<file path="src/rtl/coherence_bus_ctrl.sv">
// Coherence bus controller: arbitrates two snooping dcaches onto one RAM port,
// serving read misses cache-to-cache on a dirty snoop hit, otherwise from RAM.
module coherence_bus_ctrl #(
    parameter int SNOOP_WAIT = 2,
    parameter int ADDR_W     = 32
) (
    input  logic              CLK,
    input  logic              nRST,
    input  logic [1:0]        dREN,
    input  logic [1:0]        dWEN,
    input  logic [ADDR_W-1:0] daddr0,
    input  logic [ADDR_W-1:0] daddr1,
    input  logic [ADDR_W-1:0] dstore0,
    input  logic [ADDR_W-1:0] dstore1,
    input  logic [1:0]        cctrans,
    input  logic [1:0]        ccwrite,
    output logic [1:0]        dwait,
    output logic [ADDR_W-1:0] dload0,
    output logic [ADDR_W-1:0] dload1,
    output logic [1:0]        ccwait,
    output logic [1:0]        ccinv,
    output logic [ADDR_W-1:0] ccsnoopaddr0,
    output logic [ADDR_W-1:0] ccsnoopaddr1,
    output logic              ramREN,
    output logic              ramWEN,
    output logic [ADDR_W-1:0] ramaddr,
    output logic [ADDR_W-1:0] ramstore,
    input  logic [ADDR_W-1:0] ramload,
    input  logic              ramready
);

    typedef enum logic [2:0] {IDLE, WRITE, SNOOP, C2C, LOAD} state_t;

    localparam logic [2:0] CNT_LAST = 3'(SNOOP_WAIT - 1);

    state_t      state;
    logic        g;
    logic        prio;
    logic        word;
    logic [2:0]  cnt;

    logic [1:0]        req;
    logic              gnt;
    logic              o;
    logic [1:0]        gb;
    logic [1:0]        ob;
    logic [ADDR_W-1:0] addr_g;
    logic [ADDR_W-1:0] store_g;
    logic [ADDR_W-1:0] store_o;

    assign req     = dREN | dWEN;
    assign gnt     = (&req) ? prio : req[1];
    assign o       = ~g;
    assign gb      = g ? 2'b10 : 2'b01;
    assign ob      = ~gb;
    assign addr_g  = g ? daddr1 : daddr0;
    assign store_g = g ? dstore1 : dstore0;
    assign store_o = g ? dstore0 : dstore1;

    // prio always ends up pointing at the cache that was not just granted
    always_ff @(posedge CLK) begin
        if (!nRST) begin
            state <= IDLE;
            g     <= 1'b0;
            prio  <= 1'b0;
            word  <= 1'b0;
            cnt   <= '0;
        end else begin
            unique case (state)
                IDLE: begin
                    word <= 1'b0;
                    cnt  <= '0;
                    if (|req) begin
                        g     <= gnt;
                        prio  <= ~gnt;
                        state <= dWEN[gnt] ? WRITE : SNOOP;
                    end
                end
                WRITE: if (ramready) state <= IDLE;
                SNOOP: begin
                    if (!dREN[g])                state <= IDLE;
                    else if (cctrans[o])         state <= C2C;
                    else if (cnt == CNT_LAST)    state <= LOAD;
                    else                         cnt <= cnt + 3'd1;
                end
                C2C, LOAD: begin
                    if (ramready) begin
                        word <= ~word;
                        if (word || !dREN[g]) state <= IDLE;
                    end
                end
                default: state <= IDLE;
            endcase
        end
    end

    always_comb begin
        dwait        = 2'b11;
        dload0       = '0;
        dload1       = '0;
        ccwait       = 2'b00;
        ccinv        = 2'b00;
        ccsnoopaddr0 = '0;
        ccsnoopaddr1 = '0;
        ramREN       = 1'b0;
        ramWEN       = 1'b0;
        ramaddr      = '0;
        ramstore     = '0;
        unique case (state)
            WRITE: begin
                ramWEN   = 1'b1;
                ramaddr  = addr_g;
                ramstore = store_g;
                if (ramready) dwait = ob;
            end
            SNOOP, C2C: begin
                ccwait = ob;
                ccinv  = ccwrite[g] ? ob : 2'b00;
                if (g) ccsnoopaddr0 = addr_g;
                else   ccsnoopaddr1 = addr_g;
                if (state == C2C) begin
                    ramWEN   = 1'b1;
                    ramaddr  = addr_g;
                    ramstore = store_o;
                    if (g) dload1 = store_o;
                    else   dload0 = store_o;
                    if (ramready) dwait = 2'b00;
                end
            end
            LOAD: begin
                ramREN  = 1'b1;
                ramaddr = addr_g;
                if (g) dload1 = ramload;
                else   dload0 = ramload;
                if (ramready) dwait = ob;
            end
            default: ;
        endcase
    end

endmodule

</file>
<file path="config.mk">
export PLATFORM = sky130hd
export DESIGN_NAME = coherence_bus_ctrl
export DESIGN_NICKNAME = d
export VERILOG_FILES = /design/src/rtl/coherence_bus_ctrl.sv
export SDC_FILE = /design/constraint.sdc
export NUM_CORES = 1
export LEC_CHECK = 0
export BUFFER_PORTS_ARGS = -buffer_cell sky130_fd_sc_hd__buf_2
export CAP_MARGIN = 10
export CORE_AREA = 5 5 140 142
export DETAILED_ROUTE_END_ITERATION = 8
export DIE_AREA = 0 0 145 147
export PLACE_DENSITY = 0.45
export REMOVE_ABC_BUFFERS = 1
export SLEW_MARGIN = 0
export SYNTH_ARGS = -nofsm -noshare
export SYNTH_HDL_FRONTEND = slang
export SYNTH_SLANG_ARGS = --single-unit
</file>
<file path="constraint.sdc">
create_clock -name CLK -period 2.1 [get_ports CLK]
set_input_delay 0.21 -clock CLK [delete_from_list [all_inputs] [get_ports CLK]]
set_output_delay 0.21 -clock CLK [all_outputs]
set_load 0.05 [all_outputs]
</file>
==> results.txt <==
Via density: 4.50
Lkg Pwr: 2.79 nW
setup TNS: 0 ns
final period utilization: 96.5%
Finish-stage setup viols: 0
worst hold stages: 2
depth of the CTS H-tree: 1
Bufs on Longest Clock Path: 2
Worst slew margin: 68.6%
Worst path depth: 7
first-pass GRT wire length: 27400 um
CP peak stage delay: 0.35 ns
Clock transition at path regs: 0.04 ns
DIE AREA: 21300 um2
Inserted Clock Buffers: 3
Buf/Inv on CP: 4
Max Cap Viol: 0
top cells by area, synth: nand2_1 33%, a21oi_1 26%, nor2_1 11%
initial antenna violation count: 0
layout cells sized above 1: 45.6%
Syn Area/Cell: 4.69 um2
Ports: 371
Hold Buf Count CTS: 0
ANT nets after route: 0
Worst Path Arrival: 1.82 ns
largest net degree at the start of global routing: 64
final wirelength: 19100 um
CTS tree: yes
Cells after Synth: 563
Post-Layout Inst Area: 5250 um2
final setup margin: 0.0726 ns
critical path type: register to primary output
Root Buffer: clkbuf_16
fin crit period: 2.03 ns
FMAX: 0.493 GHz
CP startpoint kind: register
Die W: 145 um
Post-Place Worst Slack: 0.245 ns
ant diodes: 0
Slew @ Worst Pin: 0.459 ns
Yosys top cell area share: 33.4%
asr flop ratio synth: 0%
Post-synth EDFFs: 0
I/O Buffers: 370
Layout area overhead: 98.8%
initial core utilization: 14.4%
vias in the first global route: 4907
Final GP Congestion: 0.896
die extent in y: 147 um
detailed placer's ending HPWL: 15300 um
synth warn: 0
Sink Count: 9
GRT Total Usage: 15.7%
DRT iter0 DRCs: 331
Worst Skew: 0.00379 ns
CP endpoint kind: primary output
vias: 5166
Max rail drop VDD: 279 uV
cells along the critical path: buf_6 -> and3b_2 -> buf_12 -> clkbuf_16 -> nand2_1 -> a21oi_1 -> buf_2
WP data required: 1.89 ns
status: completed
FF/Latch Area: 181 um2
Pwr Density: 705 nW/um2
synthesized flop and latch total: 9
# fillers: 2123
area taken by multi-input logic gates: 2250 um2
cell family with most CP delay: buffers and inverters
commonest non-fill, non-tap cell in the layout: buf_2
Avg WL per Cell: 16.6 um
core area: 18300 um2
Final Hold Vio Count: 0
clk_lat worst skew: 0.24 ns
Most used DFF post-synth: dfxtp_1
Placed Area: 4970 um2
min-delay worst type: primary input to register
Synth cell types: 41
Rows: 50
most frequent cells in the layout: 334 x buf_2, 235 x nand2_1, 134 x a21oi_1, 75 x nor2_1, 23 x clkbuf_4
Congestion Overflow GR: 0
DRC viols: 0
DRT Pass-1 Iters: 5
Syn Std Cell Area: 2640 um2
sequential-to-total area share from yosys stat: 6.82%
Max Slew Vio Count: 0
area leader, netlist: nand2_1
CP max stage cell: dfxtp_1
Crit Path Max Fanout: 23
nets: 1087
Worst R2R Path Depth: 8
==> timing repair <==
item,in CTS,in global routing
pin swaps,0,1
hold endpoints to repair,0,0
cloned,0,2
buffers inserted,0,6
gates resized for setup,1,38
endpoints found under the setup margin,1,56
==> final timing paths <==
| path | from | endpoint | slack (ns) |
|---|---|---|---|
| setup / recovery | state[1]$_SDFFE_PN0P_ | dload1[27] | 0.07 |
| hold / removal | nRST | state[2]$_SDFFE_PN0P_ | 0.30 |
| setup reg to reg | state[1]$_SDFFE_PN0P_ | state[1]$_SDFFE_PN0P_ | 0.34 |
| hold reg to reg | cnt[1]$_SDFFE_PN0P_ | cnt[1]$_SDFFE_PN0P_ | 0.48 |
==> power by group <==
| group | switching [W] | total, W | internal (W) |
|---|---|---|---|
| logic | 0.00228 | 0.00314 | 0.000865 |
| clock network | 0.0000857 | 0.000340 | 0.000254 |
| registers | 0.0000280 | 0.000219 | 0.000191 |
| total | 0.00239 | 0.00370 | 0.00131 |
==> synth_stat cells (all sizes together), types with 3 or more instances <==
| library cell | number |
|---|---|
| o21ai | 5 |
| nor2 | 77 |
| clkbuf | 33 |
| a21oi | 135 |
| nand3 | 3 |
| inv | 6 |
| o21a | 3 |
| nand2b | 6 |
| dfxtp | 9 |
| nand2 | 235 |
| buf | 18 |
==> cell type report <==
type,instances,area share [%]
repair buffers,397,46.1
multi-input cells,497,42.9
well taps,234,5.58
flip-flops and latches,9,3.46
clock buffers,4,1.50
inverters,6,0.429
==> flip-flops by register name, indices dropped and copies added (netlist names) <==
| name | flops |
|---|---|
| cnt | 3 |
| g | 1 |
| prio | 1 |
| state | 3 |
| word | 1 |
==> metrics by stage <==
| step | total power [W] | instances | util, % | hold WS, ns |
|---|---|---|---|---|
| after detailed placement | 0.00333 | 1135 | 27.1 | 0.482 |
| after CTS | 0.00368 | 1139 | 27.6 | 0.290 |
| after global routing | 0.00392 | 1147 | 28.6 | 0.309 |
| final | 0.00370 | 1147 | 28.6 | 0.297 |
| after floorplan | 0.00217 | 512 | - | 0.328 |
| after global placement | 0.00333 | 1135 | 27.1 | 0.476 |
==> cells by family after synthesis <==
family | synth area share (%)
adder cells (fa/ha/maj) | 0.948
multiplexers | 0.758
AO/OA/AOI/OAI | 30.8
flip-flops | 6.82
XOR/XNOR | 0.664
buffers and inverters | 9.05
AND/OR/NAND/NOR | 50.9
==> layer usage <==
metal  global-route usage (%)  wire, um  up-vias
met2                     28.9      9520      305
met1                     18.0      7350     2281
li1                         -         -     2545
met5                        0         0        -
met3                     3.70      1720       35
met4                     4.14       497        0
No activity file was read; power rests on OpenSTA's default activity.
